`config.mk`:
```
export PLATFORM = sky130hd
export DESIGN_NAME = cpu_core_flat
export DESIGN_NICKNAME = d
export VERILOG_FILES = /design/src/rtl/cpu_pkg.sv /design/src/rtl/cpu_core_if.sv /design/src/rtl/instr_fifo.sv /design/src/rtl/cpu_core.sv /design/src/flat_wrapper.sv
export SDC_FILE = /design/constraint.sdc
export NUM_CORES = 1
export LEC_CHECK = 0
export ABC_AREA = 1
export BUFFER_PORTS_ARGS = -buffer_cell sky130_fd_sc_hd__buf_2
export CORE_MARGIN = 3
export CORE_UTILIZATION = 40
export DETAILED_ROUTE_END_ITERATION = 10
export HOLD_SLACK_MARGIN = 0.15
export PLACE_DENSITY = 0.67
export SYNTH_ARGS = -nofsm -noshare
export SYNTH_HDL_FRONTEND = slang
export SYNTH_SLANG_ARGS = --single-unit
```
`constraint.sdc`:
```
create_clock -name clk -period 5 [get_ports clk]
set_clock_uncertainty 0.2 [all_clocks]
set_input_delay 1 -clock clk [delete_from_list [all_inputs] [get_ports clk]]
set_output_delay 1 -clock clk [all_outputs]
set_load 0.02 [all_outputs]
```
`src/rtl/cpu_pkg.sv`:
```
// rtl/cpu_pkg.sv - shared types and field layout for the streaming register-machine core
package cpu_pkg;

  localparam int NREGS = 4;

  typedef enum logic [3:0] {
    OP_NOP  = 4'h0,
    OP_LDI  = 4'h1,
    OP_MOV  = 4'h2,
    OP_ADD  = 4'h3,
    OP_ADDI = 4'h4,
    OP_SUB  = 4'h5,
    OP_AND  = 4'h6,
    OP_OR   = 4'h7,
    OP_XOR  = 4'h8,
    OP_SHL  = 4'h9,
    OP_SHR  = 4'hA,
    OP_OUT  = 4'hB,
    OP_HALT = 4'hF
  } op_t;

  typedef enum logic [1:0] {
    ST_IDLE,
    ST_FETCH,
    ST_EXEC,
    ST_HALT
  } state_t;

  // Instruction word: {op[3:0], rd[1:0], rs[1:0], imm[DATA_WIDTH-1:0]}
  function automatic int instr_width(input int dw);
    return dw + 8;
  endfunction

  function automatic int op_lsb(input int dw);
    return dw + 4;
  endfunction

  function automatic int rd_lsb(input int dw);
    return dw + 2;
  endfunction

  function automatic int rs_lsb(input int dw);
    return dw;
  endfunction

endpackage

```
`src/rtl/cpu_core_if.sv`:
```
// rtl/cpu_core_if.sv - loader, control and output signals of the core
interface cpu_core_if #(
  parameter int DATA_WIDTH = 8
);
  logic                    instr_valid;
  logic                    instr_ready;
  logic [DATA_WIDTH+7:0]   instr_data;
  logic                    resume;
  logic                    busy;
  logic                    halted;
  logic                    out_valid;
  logic [DATA_WIDTH-1:0]   out_data;
  logic                    zero;
  logic                    carry;

  modport master (
    output instr_valid, instr_data, resume,
    input  instr_ready, busy, halted, out_valid, out_data, zero, carry
  );

  modport slave (
    input  instr_valid, instr_data, resume,
    output instr_ready, busy, halted, out_valid, out_data, zero, carry
  );
endinterface

```
`src/rtl/instr_fifo.sv`:
```
// rtl/instr_fifo.sv - instruction queue with registered (synchronous) read port
module instr_fifo #(
  parameter int WIDTH = 16,
  parameter int DEPTH = 16
) (
  input  logic                     clk,
  input  logic                     reset,
  input  logic                     wr_en,
  input  logic [WIDTH-1:0]         wr_data,
  input  logic                     rd_en,
  output logic [WIDTH-1:0]         rd_data,
  output logic                     full,
  output logic                     empty,
  output logic [$clog2(DEPTH):0]   count
);
  localparam int AW = $clog2(DEPTH);

  logic [WIDTH-1:0] mem [DEPTH];
  logic [AW-1:0]    wr_ptr;
  logic [AW-1:0]    rd_ptr;
  logic [AW:0]      count_q;
  logic             wr_fire;
  logic             rd_fire;

  assign full    = (count_q == (AW+1)'(DEPTH));
  assign empty   = (count_q == '0);
  assign count   = count_q;
  assign wr_fire = wr_en && !full;
  assign rd_fire = rd_en && !empty;

  // Storage is not reset; the pointers alone define what is valid.
  always_ff @(posedge clk) begin
    if (wr_fire) begin
      mem[wr_ptr] <= wr_data;
    end
  end

  always_ff @(posedge clk or posedge reset) begin
    if (reset) begin
      wr_ptr  <= '0;
      rd_ptr  <= '0;
      count_q <= '0;
      rd_data <= '0;
    end else begin
      if (wr_fire) begin
        wr_ptr <= wr_ptr + 1'b1;
      end
      if (rd_fire) begin
        rd_ptr  <= rd_ptr + 1'b1;
        rd_data <= mem[rd_ptr];
      end
      case ({wr_fire, rd_fire})
        2'b10:   count_q <= count_q + 1'b1;
        2'b01:   count_q <= count_q - 1'b1;
        default: count_q <= count_q;
      endcase
    end
  end

endmodule

```
`src/rtl/cpu_core.sv`:
```
// rtl/cpu_core.sv - queued fetch/execute register-machine core with flags and output port
module cpu_core #(
  parameter int DATA_WIDTH = 8,
  parameter int DEPTH      = 16
) (
  input  logic       clk,
  input  logic       reset,
  cpu_core_if.slave  bus
);
  import cpu_pkg::*;

  localparam int IW     = instr_width(DATA_WIDTH);
  localparam int OP_LO  = op_lsb(DATA_WIDTH);
  localparam int RD_LO  = rd_lsb(DATA_WIDTH);
  localparam int RS_LO  = rs_lsb(DATA_WIDTH);
  localparam int CNT_W  = $clog2(DEPTH) + 1;

  state_t                 state_q;
  state_t                 state_d;
  logic                   fifo_pop;
  logic                   load_ir;
  logic                   exec_en;
  logic [IW-1:0]          fifo_rd_data;
  logic                   fifo_full;
  logic                   fifo_empty;
  logic [CNT_W-1:0]       fifo_count;
  logic                   unused_fifo_count;

  logic [IW-1:0]          ir_q;
  op_t                    ir_op;
  logic [1:0]             rd_idx;
  logic [1:0]             rs_idx;
  logic [DATA_WIDTH-1:0]  imm;
  logic [DATA_WIDTH-1:0]  rd_val;
  logic [DATA_WIDTH-1:0]  rs_val;
  logic [DATA_WIDTH-1:0]  regs_q [NREGS];

  logic [DATA_WIDTH:0]    wide;
  logic [DATA_WIDTH-1:0]  alu_res;
  logic                   alu_carry;
  logic                   wr_reg;
  logic                   upd_zero;
  logic                   upd_carry;

  logic                   zero_q;
  logic                   carry_q;
  logic                   out_valid_q;
  logic [DATA_WIDTH-1:0]  out_data_q;

  instr_fifo #(
    .WIDTH (IW),
    .DEPTH (DEPTH)
  ) u_instr_fifo (
    .clk     (clk),
    .reset   (reset),
    .wr_en   (bus.instr_valid),
    .wr_data (bus.instr_data),
    .rd_en   (fifo_pop),
    .rd_data (fifo_rd_data),
    .full    (fifo_full),
    .empty   (fifo_empty),
    .count   (fifo_count)
  );

  assign unused_fifo_count = ^fifo_count;

  assign ir_op  = op_t'(ir_q[OP_LO +: 4]);
  assign rd_idx = ir_q[RD_LO +: 2];
  assign rs_idx = ir_q[RS_LO +: 2];
  assign imm    = ir_q[DATA_WIDTH-1:0];
  assign rd_val = regs_q[rd_idx];
  assign rs_val = regs_q[rs_idx];

  always_ff @(posedge clk or posedge reset) begin
    if (reset) begin
      state_q <= ST_IDLE;
    end else begin
      state_q <= state_d;
    end
  end

  // HALT is decided from the opcode alone, so a resume seen during EXEC is ignored.
  always_comb begin
    state_d  = state_q;
    fifo_pop = 1'b0;
    load_ir  = 1'b0;
    exec_en  = 1'b0;
    case (state_q)
      ST_IDLE: begin
        if (!fifo_empty) begin
          fifo_pop = 1'b1;
          state_d  = ST_FETCH;
        end
      end
      ST_FETCH: begin
        load_ir = 1'b1;
        state_d = ST_EXEC;
      end
      ST_EXEC: begin
        exec_en = 1'b1;
        state_d = (ir_op == OP_HALT) ? ST_HALT : ST_IDLE;
      end
      ST_HALT: begin
        if (bus.resume) begin
          state_d = ST_IDLE;
        end
      end
      default: state_d = ST_IDLE;
    endcase
  end

  always_comb begin
    wide      = '0;
    alu_res   = rd_val;
    alu_carry = carry_q;
    wr_reg    = 1'b0;
    upd_zero  = 1'b0;
    upd_carry = 1'b0;
    case (ir_op)
      OP_LDI: begin
        alu_res  = imm;
        wr_reg   = 1'b1;
        upd_zero = 1'b1;
      end
      OP_MOV: begin
        alu_res  = rs_val;
        wr_reg   = 1'b1;
        upd_zero = 1'b1;
      end
      OP_ADD, OP_ADDI: begin
        wide      = {1'b0, rd_val} + {1'b0, (ir_op == OP_ADD) ? rs_val : imm};
        alu_res   = wide[DATA_WIDTH-1:0];
        alu_carry = wide[DATA_WIDTH];
        wr_reg    = 1'b1;
        upd_zero  = 1'b1;
        upd_carry = 1'b1;
      end
      OP_SUB: begin
        // Top bit of the widened difference is the unsigned borrow.
        wide      = {1'b0, rd_val} - {1'b0, rs_val};
        alu_res   = wide[DATA_WIDTH-1:0];
        alu_carry = wide[DATA_WIDTH];
        wr_reg    = 1'b1;
        upd_zero  = 1'b1;
        upd_carry = 1'b1;
      end
      OP_AND, OP_OR, OP_XOR: begin
        alu_res  = (ir_op == OP_AND) ? (rd_val & rs_val) :
                   (ir_op == OP_OR)  ? (rd_val | rs_val) : (rd_val ^ rs_val);
        wr_reg   = 1'b1;
        upd_zero = 1'b1;
      end
      OP_SHL: begin
        alu_res   = {rd_val[DATA_WIDTH-2:0], 1'b0};
        alu_carry = rd_val[DATA_WIDTH-1];
        wr_reg    = 1'b1;
        upd_zero  = 1'b1;
        upd_carry = 1'b1;
      end
      OP_SHR: begin
        alu_res   = {1'b0, rd_val[DATA_WIDTH-1:1]};
        alu_carry = rd_val[0];
        wr_reg    = 1'b1;
        upd_zero  = 1'b1;
        upd_carry = 1'b1;
      end
      default: ;
    endcase
  end

  always_ff @(posedge clk or posedge reset) begin
    if (reset) begin
      for (int i = 0; i < NREGS; i++) begin
        regs_q[i] <= '0;
      end
    end else if (exec_en && wr_reg) begin
      regs_q[rd_idx] <= alu_res;
    end
  end

  always_ff @(posedge clk or posedge reset) begin
    if (reset) begin
      ir_q        <= '0;
      zero_q      <= 1'b0;
      carry_q     <= 1'b0;
      out_valid_q <= 1'b0;
      out_data_q  <= '0;
    end else begin
      out_valid_q <= exec_en && (ir_op == OP_OUT);
      if (load_ir) begin
        ir_q <= fifo_rd_data;
      end
      if (exec_en && upd_zero) begin
        zero_q <= (alu_res == '0);
      end
      if (exec_en && upd_carry) begin
        carry_q <= alu_carry;
      end
      if (exec_en && (ir_op == OP_OUT)) begin
        out_data_q <= rs_val;
      end
    end
  end

  assign bus.instr_ready = !fifo_full;
  assign bus.busy        = (state_q == ST_FETCH) || (state_q == ST_EXEC);
  assign bus.halted      = (state_q == ST_HALT);
  assign bus.out_valid   = out_valid_q;
  assign bus.out_data    = out_data_q;
  assign bus.zero        = zero_q;
  assign bus.carry       = carry_q;

endmodule

```
`src/flat_wrapper.sv`:
```
// flat-port wrapper written by rule: the top's interface ports become plain ports
module cpu_core_flat import cpu_pkg::*;
#(
  parameter int DATA_WIDTH = 8,
  parameter int DEPTH      = 16
)
  (clk, reset, bus_instr_valid, bus_instr_data, bus_resume, bus_instr_ready, bus_busy, bus_halted, bus_out_valid, bus_out_data, bus_zero, bus_carry);
  cpu_core_if #(.DATA_WIDTH(DATA_WIDTH)) bus_i ();
  input  logic clk;
  input  logic reset;
  input wire logic [$bits(bus_i.instr_valid)-1:0] bus_instr_valid;
  input wire logic [$bits(bus_i.instr_data)-1:0] bus_instr_data;
  input wire logic [$bits(bus_i.resume)-1:0] bus_resume;
  output wire logic [$bits(bus_i.instr_ready)-1:0] bus_instr_ready;
  output wire logic [$bits(bus_i.busy)-1:0] bus_busy;
  output wire logic [$bits(bus_i.halted)-1:0] bus_halted;
  output wire logic [$bits(bus_i.out_valid)-1:0] bus_out_valid;
  output wire logic [$bits(bus_i.out_data)-1:0] bus_out_data;
  output wire logic [$bits(bus_i.zero)-1:0] bus_zero;
  output wire logic [$bits(bus_i.carry)-1:0] bus_carry;
  assign bus_i.instr_valid = bus_instr_valid;
  assign bus_i.instr_data = bus_instr_data;
  assign bus_i.resume = bus_resume;
  assign bus_instr_ready = bus_i.instr_ready;
  assign bus_busy = bus_i.busy;
  assign bus_halted = bus_i.halted;
  assign bus_out_valid = bus_i.out_valid;
  assign bus_out_data = bus_i.out_data;
  assign bus_zero = bus_i.zero;
  assign bus_carry = bus_i.carry;
  cpu_core #(.DATA_WIDTH(DATA_WIDTH), .DEPTH(DEPTH)) u_core (.clk(clk), .reset(reset), .bus(bus_i));
endmodule
```
=== Yosys cells after proc, flatten, opt, wreduce, memory -nomap -nowiden ===
Memories as Yosys holds them, arrays and structs flattened. A register that Yosys moved wholly into a read port is not among the register bits.
Cells that the tools add are included.

* Flip-flop bits (word level): 74
* Latch bits: 0
* Bits in writable memories: 256
* ROM bits: 0
* Bits of input ports: 20
* Output and inout port bits: 14
* Logic and storage cells: 95
* Memories kept: 1

* Add/sub/neg operators: 6
* Multiply operators: 0
* Divide/modulo/power cells: 0
* $lt $le $gt $ge: 3
* Equality and inequality tests: 20
* Shift operators: 0
* Mux-type cells: 27
* Bitwise gates (word level): 5
* Reduce and logical (&&, ||, !) cells: 20

{| class="wikitable"
|+ Memories
! name !! words !! width !! read ports !! clocked after Yosys merged registers in !! write ports !! line !! source
|-
| u_core.u_instr_fifo.mem || 16 || 16 || 1 || 1 || 1 || instr_fifo.sv:18 || <nowiki>logic [WIDTH-1:0] mem [DEPTH];</nowiki>
|}

{| class="wikitable"
|+ Operator list
! kind !! number
|-
| 2-to-1 mux 8 bit || 8
|-
| case mux 8 bit (7 select lines) || 1
|-
| binary-select mux 8 bit (select 2 bit) || 2
|-
| bitwise mux 32 bit || 1
|-
| == test 4 bit (second input constant) || 5
|-
| demux 8 bit (select 2 bit) || 1
|-
| == test 4 x 3 -> 1 bit (second input constant) || 4
|-
| case mux 5 bit (2 select lines) || 1
|-
| OR reduction 10 bit || 1
|-
| adder 8 x 8 -> 9 bit || 1
|-
| subtractor 8 x 8 -> 9 bit || 1
|-
| adder 4 x 1 -> 4 bit (second input constant) || 2
|-
| bitwise AND 8 bit || 1
|-
| == test 4 x 2 -> 1 bit (second input constant) || 2
|-
| zero test 8 bit || 1
|-
| 2-to-1 mux 1 bit || 8
|-
| OR 8 bit || 1
|-
| case mux 2 bit (4 select lines) || 1
|-
| XOR 8 bit || 1
|-
| == test 2 bit (second input constant) || 3
|-
| >= comparator 3 bit (second input constant) || 2
|-
| logical AND 1 bit || 6
|-
| 2-to-1 mux 2 bit || 3
|-
| NOT 2 -> 3 bit || 2
|-
| 18 further kinds || 22
|}

=== Depth between registers and ports, before layout ===
Gate-level depths: netlist of run 1.

* Word-level depth: 9
* Gate-level depth with buffers: 24
* Depth with buffers taken out: 22

=== Cells and area by module ===
From an unflattened synthesis of run 1, not the netlist that was laid out.

* Cells, all modules: 1,930
* Area total of the unflattened synthesis: 17,220.3 sq um

{| class="wikitable"
|+ Modules (own cells, without submodules)
! module !! instances !! cells each !! area each (sq um) !! sequential area each (sq um)
|-
| instr_fifo || 1 || 1,222 || 12,527.0 || 8,413.1
|-
| cpu_core || 1 || 708 || 4,693.3 || 1,526.5
|}

=== Worst setup path before layout of run 1 ===
OpenSTA, ideal clock, no wires.

* Path type: register to register
* Start point: register u_core.ir_q[13]
* End point: register u_core.regs_q[22] in the netlist's numbering
* Library setup time: 0.128 ns
* Data arrival time: 2.553 ns
* Required time: 4.672 ns
* Setup slack: 2.119 ns
* Cell stages (with the launch flop): 19
* Buffers on the path: 1
* Period minus slack after synthesis: 2.881 ns
* Cell sequence: dfrtp_1 nand2_1 inv_1 nand2_1 clkbuf_1 nand2_1 o21ai_0 ha_1 inv_1 fa_1 inv_1 nand3_1 nand2_1 a21oi_1 nor2_1 nand3b_1 nand3_1 nor2_2 o21ai_0

* Cells in the longest elaborated chain, start to end: 5

{| class="wikitable"
|+ RTL lines
! item !! line !! source
|-
| start: declaration || cpu_core.sv:29 || <nowiki>logic [IW-1:0] ir_q;</nowiki>
|-
| start signal: assignment || cpu_core.sv:191 || <nowiki>ir_q <= fifo_rd_data;</nowiki>
|-
| == test 4 x 2 -> 1 bit or == test 4 x 3 -> 1 bit (tied branches) || cpu_core.sv:119, cpu_core.sv:131, cpu_core.sv:149 ||
|-
| 2-to-1 mux 8 bit (on tied branches) || cpu_core.sv:131, cpu_core.sv:149 ||
|-
| adder 8 x 8 -> 9 bit or 2-to-1 mux 8 bit (tied branches) || cpu_core.sv:131, cpu_core.sv:148 ||
|-
| case mux 8 bit (7 select lines) || cpu_core.sv:119 || <nowiki>case (ir_op)</nowiki>
|-
| bitwise mux 32 bit || cpu_core.sv:177 || <nowiki>regs_q[rd_idx] <= alu_res;</nowiki>
|-
| end signal: indexed assignment || cpu_core.sv:177 ||
|-
| end: declaration || cpu_core.sv:36 || <nowiki>logic [DATA_WIDTH-1:0] regs_q [NREGS];</nowiki>
|}

Parallel ways exist; a longest one is shown, timed or not.
A chain may end at the register's enable or synchronous reset.

=== Final worst setup path of run 1 ===
* Start point: register u_core.ir_q[8]
* End point: register u_core.regs_q[22] in the netlist's numbering

* Cells in the longest elaborated chain, start to end: 9

{| class="wikitable"
|+ RTL lines
! item !! line !! source
|-
| NOT 2 -> 3 bit (not written as such) * || cpu_core.sv:72 || <nowiki>assign rs_val = regs_q[rs_idx];</nowiki>
|-
| binary-select mux 8 bit (select 2 bit) * || cpu_core.sv:72 ||
|-
| 2-to-1 mux 8 bit (not written as such) * (2 in series) || cpu_core.sv:72 ||
|-
| parallel branches: the longest is 3 deep, another holds adder 8 x 8 -> 9 bit || - ||
|-
| case mux 8 bit (7 select lines) * || cpu_core.sv:119 ||
|-
| bitwise mux 32 bit * || cpu_core.sv:177 ||
|}

Every way passes the cells marked *. The select of a mux whose other input is x is not followed.

==> results, run 1 <==
- The run finished with clean final reports.
- Summed over all instances, the cell type with the most area after synthesis is sky130_fd_sc_hd__edfxtp_1.
- The most common cell in the synthesized netlist is sky130_fd_sc_hd__nand2_1.
- Counting flops and latches in the post-synthesis netlist gives 346.
- Across every metal layer, demand over resource in global routing totals 0.201.
- The half-perimeter wire length after placement is 25.3 mm.
- The register-to-register setup slack is 1.31 ns.
- For this block, the initial DRC count from the detailed router was 1051.
- The die area is 42200 sq um.
- The count of hold-fix buffers inserted at cts is 0.
- The DRC violation count after routing is 0.
- Summed over all cells, the static leakage comes to 6.98 nW.
- Pin placement for this block handled 34 I/O pins.
- For the final routed database, the setup TNS stands at 0 ns.
- The total congestion overflow is 0.
- The wire length of the first global-routing pass is 65.4 mm.
- Of the available clock period, the critical path in the final layout requires 0.738.
- The area of the placeable core is 38900 sq um.
- The floorplan die height is 205 um.
- The delay contributed by the slowest stage of the critical path is 0.59 ns.
- The number of hold-slack violations in the final timing report was 0.
- The synthesis-to-layout area growth is 12.6%.
- The critical path goes through inv_1, nand2_1, nand3_1, nand2_1, o21ai_0, ha_1, inv_1, fa_1, inv_1, nand3_1, nand2_1, a21oi_1, nor2_1, nand3b_1, nand3_1, nor2_2, o21ai_0.
- The CTS tree is yes.
- The ratio of total power to cell area is 680 nW/um^2.
- Of all flip-flops after synthesis, the portion carrying an async set or reset was 0.260.
- The number of antenna violations at the first check in global routing is 3.
- The post-CTS setup-driven buffer insertion count is 0.
- The slew at the pin closest to its max-slew limit is 0.949 ns.
- Setup repair after global routing left no endpoint under its margin.
- The mapped netlist covers 15900 sq um.
- Dividing the detail-routed wire length by the instance count gives 19.9 um.
- The number of buffers on the longest clock path is 3.
- Across the VDD grid, the largest voltage drop is 0.000339 V.
- The width of the die is 205 um.
- In this run the tightest slew margin relative to its limit is 0.367.
- The via count of the first global-routing pass came to 11221.
- For the worst setup path, the data required time is 5.19 ns.
- Among all stages on the critical path, the largest delay is contributed by sky130_fd_sc_hd__dfrtp_1.
- The total of buffers placed on input and output ports is 33.
- The most used flip-flop cell after synthesis is sky130_fd_sc_hd__edfxtp_1.
- The overall via count from detail_route is 11571.
- After detailed routing, the number of vias per cell comes to 5.45.
- Entering global routing, the biggest net connects 92 pins.
- The data arrival time of the critical path is 3.88 ns.
- Setup violations remaining at the end of the flow were counted as 0.
- Clock-pin slew was measured on the worst setup and hold paths at 0.07 ns.
- The critical path class is reg -> reg.
- The fraction of final layout cells sized beyond drive strength 1 is 0.0978.
- The routability-driven placement congestion ratio is 0.959.
- For the finished layout, the period the worst path requires is 3.69 ns.
- Dividing the synthesized area by the synthesized cell count gives 10.2 sq um.
- The max-capacitance violation count is 0.
- Ranked by total cell area, the synthesized netlist is headed by sky130_fd_sc_hd__edfxtp_1, sky130_fd_sc_hd__dfrtp_1, sky130_fd_sc_hd__nand2_1.
- The launching element type of the critical path is a register.
- The clock tree synthesis step divided the H-tree into 2 levels.
- The count of different cell masters after synthesis is 38.
- The commonest cells after synthesis are sky130_fd_sc_hd__nand2_1, sky130_fd_sc_hd__edfxtp_1, sky130_fd_sc_hd__nor2_1.
- The first-pass iteration count of the detailed router is 6.
- The Yosys warning count is 0.
- The gate count of the mapped netlist is 1554.
- After the last flow step, the layout net total stands at 1646.
- The post-detailed-route count of antenna-violating nets is 0.
- Counting flops with a built-in enable in the synthesized netlist gives 256.
- The kind of end point of the critical path is a register.
- The number of buffers inserted during clock tree synthesis is 37.
- The final wirelength is 42.3 mm.
- The type of the tightest min-delay check is reg -> reg.
- The clock reaches the later pin of the worst-skew pair after 0.53 ns.
- The share of synthesized area in the top cell type comes to 0.483.
- The final count of pins violating max slew was 0.
- The number of instances resized during post-cts repair is 0.
- The sequential-to-total area share from yosys stat is 0.625.
- For this run, the share of the core covered by cells in the final layout is 0.460.
- The TritonCTS sink count is 346.
- Static timing analysis puts the maximum clock frequency at 271 MHz.
- The initial utilization of the core area, before any placement, comes to 0.409.
- The post-synthesis net count is 1623.
- The number of core rows is 72.
- The tree is rooted in a sky130_fd_sc_hd__clkbuf_16.
- Along the worst path, the maximum fanout reaches 18.
[worst max-delay path, delay by kind of cell, from the launching register on]
family | cells | cell delay, ns
buffers and inverters | 3 | 0.63
flip-flops | 1 | 0.59
AND/OR/NAND/NOR | 9 | 1.08
adder cells (fa/ha/maj) | 2 | 0.65
AO/OA/AOI/OAI | 3 | 0.40
[cell usage in the layout, fill, tap and decap left out, types with 17 or more instances in the layout]
cell / Yosys / routed
sky130_fd_sc_hd__clkbuf_16: 0 / 38
sky130_fd_sc_hd__o22ai_1: 19 / 19
sky130_fd_sc_hd__inv_1: 112 / 110
sky130_fd_sc_hd__buf_2: 14 / 33
sky130_fd_sc_hd__buf_4: 4 / 24
sky130_fd_sc_hd__dfrtp_1: 90 / 87
sky130_fd_sc_hd__edfxtp_1: 256 / 256
sky130_fd_sc_hd__o21ai_0: 205 / 205
sky130_fd_sc_hd__nor2_2: 9 / 25
sky130_fd_sc_hd__a31oi_1: 17 / 17
sky130_fd_sc_hd__nor2_1: 209 / 193
sky130_fd_sc_hd__nand2_1: 311 / 311
sky130_fd_sc_hd__nand3_1: 79 / 79
sky130_fd_sc_hd__o211ai_1: 19 / 19
sky130_fd_sc_hd__ha_1: 46 / 46
sky130_fd_sc_hd__o221ai_1: 45 / 45
[flip-flops by register name, indices dropped and copies added (netlist names)]
| register | flops |
|---|---|
| u_core.u_instr_fifo.mem | 256 |
| u_core.u_instr_fifo.rd_ptr | 4 |
| u_core.bus.zero | 1 |
| u_core.bus.out_data | 8 |
| u_core.bus.out_valid | 1 |
| u_core.bus.carry | 1 |
| u_core.state_q | 2 |
| u_core.u_instr_fifo.wr_ptr | 4 |
| u_core.u_instr_fifo.count | 5 |
| u_core.ir_q | 16 |
| u_core.regs_q | 32 |
| u_core.u_instr_fifo.rd_data | 16 |
[final cells by class]
| cell class | instances | area [sq um] |
|---|---|---|
| Fill cell | 3608 | 21000 |
| Clock inverter | 17 | 225 |
| Clock buffer | 51 | 1040 |
| Antenna cell | 1 | 2.50 |
| Sequential cell | 346 | 9950 |
| Inverter | 119 | 450 |
| Tap cell | 518 | 648 |
| Timing Repair Buffer | 57 | 345 |
| Multi-Input combinational cell | 1016 | 5250 |
[per-stage QoR]
step,area (sq um),instances,power [mW],hold WS (ns),setup WS [ns]
global placement,16600,2056,9.22,0.267,1.50
floorplan,15900,1554,7.75,0.251,1.46
finish,17900,2125,12.2,0.276,1.31
CTS,17900,2124,12.2,0.283,1.32
detailed placement,16600,2056,9.33,0.269,1.35
global route,17900,2124,13.1,0.322,0.881
[worst paths after layout]
kind                                        start                       endpoint  depth (start not counted)
setup / recovery                   u_core.ir_q[8]              u_core.regs_q[22]                         17
hold / removal             u_core.bus.out_data[5]         u_core.bus.out_data[5]                          2
hold reg to reg            u_core.bus.out_data[5]         u_core.bus.out_data[5]                          2
min in group asynchronous                   reset              u_core.regs_q[13]                          2
max in group asynchronous                   reset  u_core.u_instr_fifo.rd_ptr[2]                          3
setup reg to reg                   u_core.ir_q[8]              u_core.regs_q[22]                         17
[kinds of logic (layout without fill, tap and decap cells)]
logic type / Yosys count / in the layout / synth area share
adders and majority gates: 49 / 49 / 0.0400
buffers and inverters: 192 / 244 / 0.0474
AOI/OAI and AO/OA: 326 / 326 / 0.120
muxes: 6 / 6 / 0.00425
xor gates and xnor gates: 9 / 9 / 0.00496
DFF: 346 / 346 / 0.625
other: 0 / 1 / 0
and+or+nand+nor: 626 / 626 / 0.158
[layer usage]
layer  vias up  routed length [um]  global-route usage
met5         -                  27                   0
met3        95                2940              0.0346
met1      5584               17800               0.265
met4         4                1190              0.0688
met2       445               20400               0.337
li1       5443                   -                   -
[power breakdown]
part           switching (mW)  internal (mW)
Clock                    1.15           1.68
Sequential              0.500           3.65
Combinational            3.60           1.60
No activity file was read; power rests on OpenSTA's default activity.
==> run 2: changes to the inputs <==
==> constraint.sdc (replaced) <==
create_clock -name clk -period 3.7 [get_ports clk]
set_clock_uncertainty 0.2 [all_clocks]
set_input_delay 0.74 -clock clk [delete_from_list [all_inputs] [get_ports clk]]
set_output_delay 0.74 -clock clk [all_outputs]
set_load 0.02 [all_outputs]
==> results, run 2 (synthesis gave the netlist of run 1 again) <==
- The flow ran to the end, and the final reports show no timing, DRC or antenna violations.
- The maximum VDD drop is 0.000503 V (+48%).
- The total of buffers placed on input and output ports was 33 (unchanged).
- The largest register by flop count is u_core.u_instr_fifo.mem.
- The worst slack at placement is 0.354 ns (-0.994 ns).
- The total cell area at the placement stage is 16800 sq um (+1.0%).
- The half-perimeter wire length after placement is 25.7 mm (+1.8%).
- The critical path class is reg -> reg.
- The max-capacitance violation count was 0 (unchanged).
- The worst-case setup margin in the final layout was 0.332 ns (-0.979 ns).
- The total congestion overflow came to 0 (unchanged).
- In the layout the commonest cells are sky130_fd_sc_hd__nand2_1, sky130_fd_sc_hd__edfxtp_1, sky130_fd_sc_hd__o21ai_0.
- The ratio of total power to cell area came to 901 nW/um^2 (+32%).
- Walking the worst path, the cells encountered are inv_2, nand2_1, nand2_1, nand2_1, nand2_1, ha_1, inv_1, fa_1, inv_1, nand3_1, nand2_1, a21oi_1, nor2_1, nand3b_1, nand3_1, nor2_2, o21ai_0.
- The post-CTS clock slew at the launch and capture registers of the worst setup and hold paths is 0.05 ns (-0.02 ns).
- The DRC violation count after routing is 0 (unchanged).
- The wire length of the first global-routing pass is 62.8 mm (-4.0%).
- The largest registers in the layout are u_core.u_instr_fifo.mem: 256 flops, u_core.regs_q: 32 flops.
- The non-filler instance count after layout is 2143 (+0.85%).
- The first-pass iteration count of the detailed router is 5 (-1).
- The layout net count is 1665 (+1.2%).
- Setup repair after global routing left no endpoint under its margin.
- The maximum fanout along the worst path is 18 (unchanged).
- TritonCTS built the clock tree.
- The TritonCTS sink count is 346 (unchanged).
- The post-detailed-route wirelength per cell is 19.0 um (-4.8%).
- The final-layout setup total negative slack is 0 ns (unchanged).
- The instance count along the most critical hold path is 2 (unchanged).
- The normalized max-slew margin is 0.406 (+0.0383).
- The count of hold-fix buffers inserted at cts was 1 (+1).
- The number of buffers inserted during clock tree synthesis is 36 (-2.7%).
- The area of the placeable core is 38900 sq um (unchanged).
- The slew at the pin closest to its max-slew limit is 0.891 ns (-0.0575 ns).
- The number of buffers on the longest clock path is 3 (unchanged).
- The via count of the first global-routing pass is 10747 (-4.2%).
- The number of instances resized during post-cts repair is 0 (unchanged).
- The final critical path time including I/O delays and setup is 3.37 ns (-0.321 ns).
- The floorplan die height is 205 um (unchanged).
- The buffer and inverter count on the worst path was 3 (unchanged).
- The clock root buffer is sky130_fd_sc_hd__clkbuf_16.
- The number of hold-slack violations in the final timing report is 0 (unchanged).
- The length in cells of the worst reg-to-reg path is 17 (unchanged).
- The final setup violation count came to 0 (unchanged).
- The number of core rows is 72 (unchanged).
- The cell count after placement is 2075 (+0.92%).
- The final count of pins violating max slew is 0 (unchanged).
- The width of the die is 205 um (unchanged).
- The total power draw is 16.2 mW (+33%).
- The delay contributed by the slowest stage of the critical path came to 0.57 ns (-0.02 ns).
- The flip-flop count of the largest register, all copies and words added is 256 (unchanged).
- The fraction of final layout cells sized beyond drive strength 1 is 0.105 (+0.00699).
- The total leakage power is 7.04 nW (+0.85%).
- The final design area excluding fillers is 18000 sq um (+0.40%).
- The launching element type of the critical path is a register.
- The final wirelength is 40.7 mm (-3.9%).
- The critical path depth came to 17 (unchanged).
- The maximum level of the CTS H-tree is 2 (unchanged).
- The pin count of the biggest net entering global routing was 90 (-2.2%).
- The type of the tightest min-delay check is reg -> reg.
- The core occupancy in the finished layout is 0.462 (+0.00186).
- The total of fill cells in the finished design is 3581 (-0.75%).
- The global router's overall resource usage is 0.192 (-0.00862).
- The number of antenna violations at the first check in global routing is 4 (+1).
- Broken down by cell family, the worst path's largest delay share belongs to simple AND/OR/NAND/NOR gates.
- The synthesis-to-layout area growth is 13.1%.
- The post-CTS setup-driven buffer insertion count is 0 (unchanged).
- The dominant cell type by count on the critical path is sky130_fd_sc_hd__nand2_1.
- The required time of the worst setup path was 3.88 ns (-1.31 ns).
- The achievable clock frequency came to 297 MHz (+9.5%).
- The detailed-route vias per instance is 5.40 (-0.75%).
- STA classifies the critical path endpoint as a register.
- The fraction of the cycle the final worst path needs is 0.910 (+0.173).
- The routability-driven placement congestion ratio came to 0.942 (-1.8%).
- The starting density of the core is 0.409 (unchanged).
- The die area is 42200 sq um (unchanged).
- The post-detailed-route count of antenna-violating nets was 0 (unchanged).
- The DRC violation total after the first TritonRoute iteration came to 1070 (+1.8%).
- The clock latency of the later-clocked register in the worst-skew pair was 0.54 ns (about the same).
- The data arrival time of the critical path is 3.55 ns (-0.33 ns).
- The cell with the biggest individual delay on the critical path is sky130_fd_sc_hd__dfrtp_1.
- The total I/O pin count is 34 (unchanged).
- The overall via count from detail_route is 11581 (+0.086%).
- The post-route worst hold slack is 0.278 ns (+0.00213 ns).
- The library cell used most frequently in the layout, excluding fill and tap cells, is sky130_fd_sc_hd__nand2_1.
-- run 2: cell count changes in the layout (fill, tap and decap cells not counted), moves of 2 or more --
cell	delta
sky130_fd_sc_hd__bufinv_16	-2
sky130_fd_sc_hd__inv_6	-2
sky130_fd_sc_hd__clkinv_2	+2
sky130_fd_sc_hd__buf_4	+17
sky130_fd_sc_hd__clkinv_1	+3
sky130_fd_sc_hd__buf_12	+2
-- run 2: cell type report --
cell class	instances	area [sq um]	share of cell area
tap	518	648	0.0360
clock buffer	49	1000	0.0557
inverter	119	450	0.0251
sequential	346	9950	0.553
clock inverter	16	156	0.00870
multi-input combinational	1016	5250	0.292
timing repair buffer	77	523	0.0291
antenna	2	5.00	0.000278
-- run 2: layer usage --
| metal | up-vias | global-route usage | part of all wire |
|---|---|---|---|
| met2 | 376 | 0.314 | 0.47 |
| li1 | 5483 | - | - |
| met3 | 82 | 0.0373 | 0.070 |
| met4 | 4 | 0.0561 | 0.026 |
| met5 | - | 0 | 0.00084 |
| met1 | 5636 | 0.263 | 0.43 |
-- run 2: path summary, 6_finish.rpt --
kind	from	to	slack (ns)
worst max register to register	u_core.ir_q[10]	u_core.regs_q[30]	0.33
min in group asynchronous	reset	u_core.u_instr_fifo.rd_ptr[0]	0.67
worst max-delay path	u_core.ir_q[10]	u_core.regs_q[30]	0.33
worst min register to register	u_core.bus.out_data[5]	u_core.bus.out_data[5]	0.28
worst min-delay path	u_core.bus.out_data[5]	u_core.bus.out_data[5]	0.28
max in group asynchronous	reset	u_core.bus.carry	1.96
-- run 2: where the power goes --
group	internal, mW	total [mW]	switching (mW)	leakage [nW]
sequential	4.93	5.51	0.586	3.42
clock	2.06	3.55	1.49	0.569
combinational	2.28	7.14	4.87	3.05
total	9.26	16.2	6.94	7.04
-- run 2: worst register-to-register path: stages, from the launching register on --
cell and delay [ns]:
sky130_fd_sc_hd__dfrtp_1 0.57, sky130_fd_sc_hd__inv_2 0.29, sky130_fd_sc_hd__nand2_1 0.08, sky130_fd_sc_hd__nand2_1 0.06, sky130_fd_sc_hd__nand2_1 0.05, sky130_fd_sc_hd__nand2_1 0.21
sky130_fd_sc_hd__ha_1 0.23, sky130_fd_sc_hd__inv_1 0.07, sky130_fd_sc_hd__fa_1 0.45, sky130_fd_sc_hd__inv_1 0.09, sky130_fd_sc_hd__nand3_1 0.09, sky130_fd_sc_hd__nand2_1 0.11
sky130_fd_sc_hd__a21oi_1 0.08, sky130_fd_sc_hd__nor2_1 0.11, sky130_fd_sc_hd__nand3b_1 0.12, sky130_fd_sc_hd__nand3_1 0.10, sky130_fd_sc_hd__nor2_2 0.20, sky130_fd_sc_hd__o21ai_0 0.12
==> run 3: changes to the inputs <==
--- a/config.mk
+++ b/config.mk
@@ -5,7 +5,6 @@
 export SDC_FILE = /design/constraint.sdc
 export NUM_CORES = 1
 export LEC_CHECK = 0
-export ABC_AREA = 1
 export BUFFER_PORTS_ARGS = -buffer_cell sky130_fd_sc_hd__buf_2
 export CORE_MARGIN = 3
 export CORE_UTILIZATION = 40
==> results, run 3 <==
- The slew at the pin closest to its max-slew limit is 0.994 ns (+0.103 ns).
- The delay contributed by the slowest stage of the critical path was 0.57 ns (about the same).
- The number of antenna violations at the first check in global routing was 2 (-2).
- The summed instance area of the synthesized netlist is 15500 sq um (-2.7%).
- The post-detailed-route count of antenna-violating nets is 0 (unchanged).
- The post-synthesis net count was 954 (-41%).
- The proportion of power drawn by combinational gates is 0.449 (+0.008).
- The worst setup path is launched from a register.
- The area of the placeable core came to 37900 sq um (-2.5%).
- The required time of the worst setup path is 3.94 ns (+0.06 ns).
- The overall via count from detail_route is 8238 (-29%).
- TritonCTS built the clock tree.
- The total I/O pin count is 34 (unchanged).
- The instance count along the most critical hold path is 1 (-1).
- The count of different cell masters after synthesis is 70 (+84%).
- The clock root buffer is sky130_fd_sc_hd__clkbuf_16.
- The non-filler instance count after layout is 1516 (-29%).
- The fraction of synthesis flops using an asynchronous set or reset pin came to 0.260 (unchanged).
- The xor and xnor area share after synthesis was 0.0119 (+0.00693).
- The fraction of the mapped netlist area in simple logic gates is 0.0421 (-0.116).
- The number of antenna diodes is 0 (-2).
- The final setup violation count is 0 (unchanged).
- The worst setup path is captured at a register.
- The maximum level of the CTS H-tree came to 2 (unchanged).
- The normalized max-slew margin is 0.337 (-0.0686).
- The number of enable flip-flop cells after synthesis is 256 (unchanged).
- The detailed-route vias per instance came to 5.43 (+0.55%).
- The worst-case setup margin in the final layout is 0.0904 ns (-0.241 ns).
- The relative contribution of sequential cells to total power is 0.331 (-0.009).
- The reg-to-reg critical path endpoint is u_core.bus.zero.
- The half-perimeter wire length after placement came to 20.6 mm (-20%).
- The total of fill cells in the finished design is 3201 (-11%).
- The number of core rows is 71 (-1.4%).
- The global router's overall resource usage was 0.162 (-0.0307).
- The post-CTS clock slew at the launch and capture registers of the worst setup and hold paths was 0.07 ns (+0.02 ns).
- Walking the worst path, the cells encountered are mux4_2, buf_4, ha_1, fa_2, xor2_1, a22oi_1, a41oi_2, or4_1, or3_4, o31ai_2.
- The DRC violation count after routing is 0 (unchanged).
- Counting flops per register, the top entry is u_core.u_instr_fifo.mem.
- The achievable clock frequency is 277 MHz (-6.7%).
- The total leakage power was 6.53 nW (-7.3%).
- The final count of pins violating max slew is 0 (unchanged).
- The worst hold path startpoint is u_core.bus.carry.
- The final wirelength is 33.0 mm (-19%).
- The clock network fraction of design power is 0.221 (+0.002).
- The compound-cell area share of the yosys netlist came to 0.0433 (-0.0770).
- The pin count of the biggest net entering global routing is 68 (-24%).
- The top cell types in the final layout, fill and taps aside, are sky130_fd_sc_hd__edfxtp_1, sky130_fd_sc_hd__mux4_2, sky130_fd_sc_hd__dfrtp_1.
- The flip-flop count of the largest register, all copies and words added came to 256 (unchanged).
- The total congestion overflow was 0 (unchanged).
- The critical path is of the reg -> reg type.
- The number of buffers inserted during clock tree synthesis is 37 (+2.8%).
- The clock latency of the later-clocked register in the worst-skew pair is 0.53 ns (about the same).
- The largest registers in the layout are u_core.u_instr_fifo.mem: 256 flops, u_core.regs_q: 32 flops.
- The die area is 41100 sq um (-2.7%).
- The post-detailed-route wirelength per cell is 21.7 um (+15%).
- The floorplan die height is 203 um (-1.3%).
- The sequential cell area in the final layout is 9950 sq um (about the same).
- The adder-cell area share of the yosys netlist is 0.0411 (+0.00113).
- The worst slack at placement came to -0.00388 ns (-0.358 ns).
- The maximum VDD drop is 0.000566 V (+13%).
- The fraction of synthesized cell area taken by the top area cell type was 0.497 (+0.0136).
- The via count of the first global-routing pass came to 8423 (-22%).
- The library cell used most frequently in the layout, excluding fill and tap cells, is sky130_fd_sc_hd__edfxtp_1.
- The average size of a mapped cell came to 17.5 sq um (+71%).
- The routability-driven placement congestion ratio is 0.822 (-13%).
- The TritonCTS sink count is 346 (unchanged).
- The dominant combinational cell family by area after synthesis is multiplexers.
- The multi-input combinational cell area was 5340 sq um (+1.7%).
- The startpoint of the worst-slack reg-to-reg timing path is u_core.ir_q[8].
- The share of cell area taken by muxes after synthesis is 0.198 (+0.194).
- The final-layout setup total negative slack was 0 ns (unchanged).
- The number of hold-slack violations in the final timing report came to 0 (unchanged).
- The layout net count is 1047 (-37%).
- The most used flip-flop cell after synthesis is sky130_fd_sc_hd__edfxtp_1.
- The cell with the biggest individual delay on the critical path is sky130_fd_sc_hd__or4_1.
- The max-capacitance violation count is 0 (unchanged).
- The cell count after placement came to 1441 (-31%).
- The final design area excluding fillers was 18000 sq um (about the same).
- The starting density of the core is 0.408 (-0.000871).
- The wire length of the first global-routing pass is 51.2 mm (-18%).
- The final critical path time including I/O delays and setup is 3.61 ns (+0.241 ns).
- The Yosys warning count is 0 (unchanged).
- The most frequently used cell type in the post-synthesis netlist is sky130_fd_sc_hd__edfxtp_1.
- By area the synthesized netlist is led by sky130_fd_sc_hd__edfxtp_1, sky130_fd_sc_hd__dfrtp_1, sky130_fd_sc_hd__mux4_2.
- The fraction of the cycle the final worst path needs is 0.976 (+0.0652).
- The synthesis-to-layout area growth is 16.3%.
- The number of buffers on the longest clock path is 3 (unchanged).
- The maximum fanout along the worst path was 4 (-14).
- The fraction of final layout cells sized beyond drive strength 1 is 0.363 (+0.258).
- The commonest cells after synthesis are sky130_fd_sc_hd__edfxtp_1, sky130_fd_sc_hd__mux4_2, sky130_fd_sc_hd__dfrtp_1.
- The worst hold path terminates at u_core.bus.carry.
- The width of the die is 203 um (-1.3%).
- The data arrival time of the critical path came to 3.85 ns (+0.30 ns).
- The largest total area in the synthesized netlist belongs to sky130_fd_sc_hd__edfxtp_1.
- The register-to-register setup slack came to 0.09 ns (-0.24 ns).
- The sequential-to-total area share from yosys stat is 0.643 (+0.0176).
- The type of the tightest min-delay check is reg -> reg.
- The DRC violation total after the first TritonRoute iteration came to 609 (-43%).
- The run finished with clean final reports.
- The total cell area at the placement stage was 16600 sq um (-1.1%).
- The gate count of the mapped netlist is 885 (-43%).
- The internal power summed over all cells is 10.7 mW (+16%).
- The synthesis-stage register bit count came to 346 (unchanged).
- The power dissipated by switching net loads was 5.85 mW (-16%).
- The first-pass iteration count of the detailed router is 5 (unchanged).
- The ratio of total power to cell area is 920 nW/um^2 (+2.1%).
- The net switching fraction of the power is 0.353 (-0.0750).
- The total of buffers placed on input and output ports came to 33 (unchanged).
- The length in cells of the worst reg-to-reg path is 10 (-7).
## run 3: what timing repair did
item,CTS,global route
endpoints found under the hold margin,41,0
pin swaps,0,11
gates resized for setup,1,18
hold buffers,1,0
setup buffers,0,8
setup endpoints to repair,4,9
## run 3: power groups by stage
stage / Combinational (mW) / Clock [mW] / Sequential, mW
finish: 7.43 / 3.65 / 5.47
floorplan: 5.21 / 0 / 5.30
global route: 8.10 / 3.91 / 5.56
detailed placement: 7.10 / 0 / 5.55
global placement: 7.02 / 0 / 5.52
CTS: 7.15 / 3.74 / 5.48
## run 3: metrics by stage
step | utilization | power, mW | hold WS, ns
finish | 0.474 | 16.6 | 0.293
global route | 0.474 | 17.6 | 0.310
CTS | 0.470 | 16.4 | 0.297
detailed placement | 0.438 | 12.7 | 0.282
global placement | 0.438 | 12.5 | 0.271
floorplan | - | 10.5 | 0.248
## run 3: area by class of cell
cell class,count,area share
tap,511,0.0355
timing repair buffer,96,0.0398
clock inverter,17,0.0105
clock buffer,49,0.0563
sequential,346,0.553
multi-input combinational,459,0.297
inverter,38,0.00807
## run 3: worst max-delay path by stage
stage | startpoint | endpoint | slack, ns | cells past startpoint
after floorplan | u_core.ir_q[14] | u_core.bus.zero | 0.07 | 12
after global placement | u_core.ir_q[8] | u_core.regs_q[23] | 0.01 | 10
after detailed placement | u_core.ir_q[8] | u_core.regs_q[31] | -0.004 | 10
after CTS | u_core.ir_q[8] | u_core.regs_q[31] | 0.04 | 10
after global routing | u_core.ir_q[8] | u_core.bus.zero | -0.01 | 12
final | u_core.ir_q[8] | u_core.bus.zero | 0.09 | 10
## run 3: metal layers
layer / track usage / part of all wire / wire length [um] / vias up
li1: - / - / - / 3694
met1: 0.221 / 0.43 / 14200 / 4284
met2: 0.273 / 0.50 / 16500 / 207
met3: 0.0273 / 0.047 / 1540 / 49
met4: 0.0403 / 0.021 / 700 / 4
met5: 0 / 0.00064 / 21 / -
## run 3: kinds of logic after synthesis
group | Yosys count
buf+inv | 80
simple gates | 125
xor+xnor | 21
mux | 175
fa+ha+maj | 49
compound gates | 89
flops | 346
## run 3: worst max-delay path, delay by kind of cell (launching register included)
family,cells,cell delay [ns]
buf+inv,1,0.16
simple gates,2,0.92
compound gates,3,0.52
xor+xnor,1,0.15
fa+ha+maj,2,0.62
mux,1,0.53
flops,1,0.42
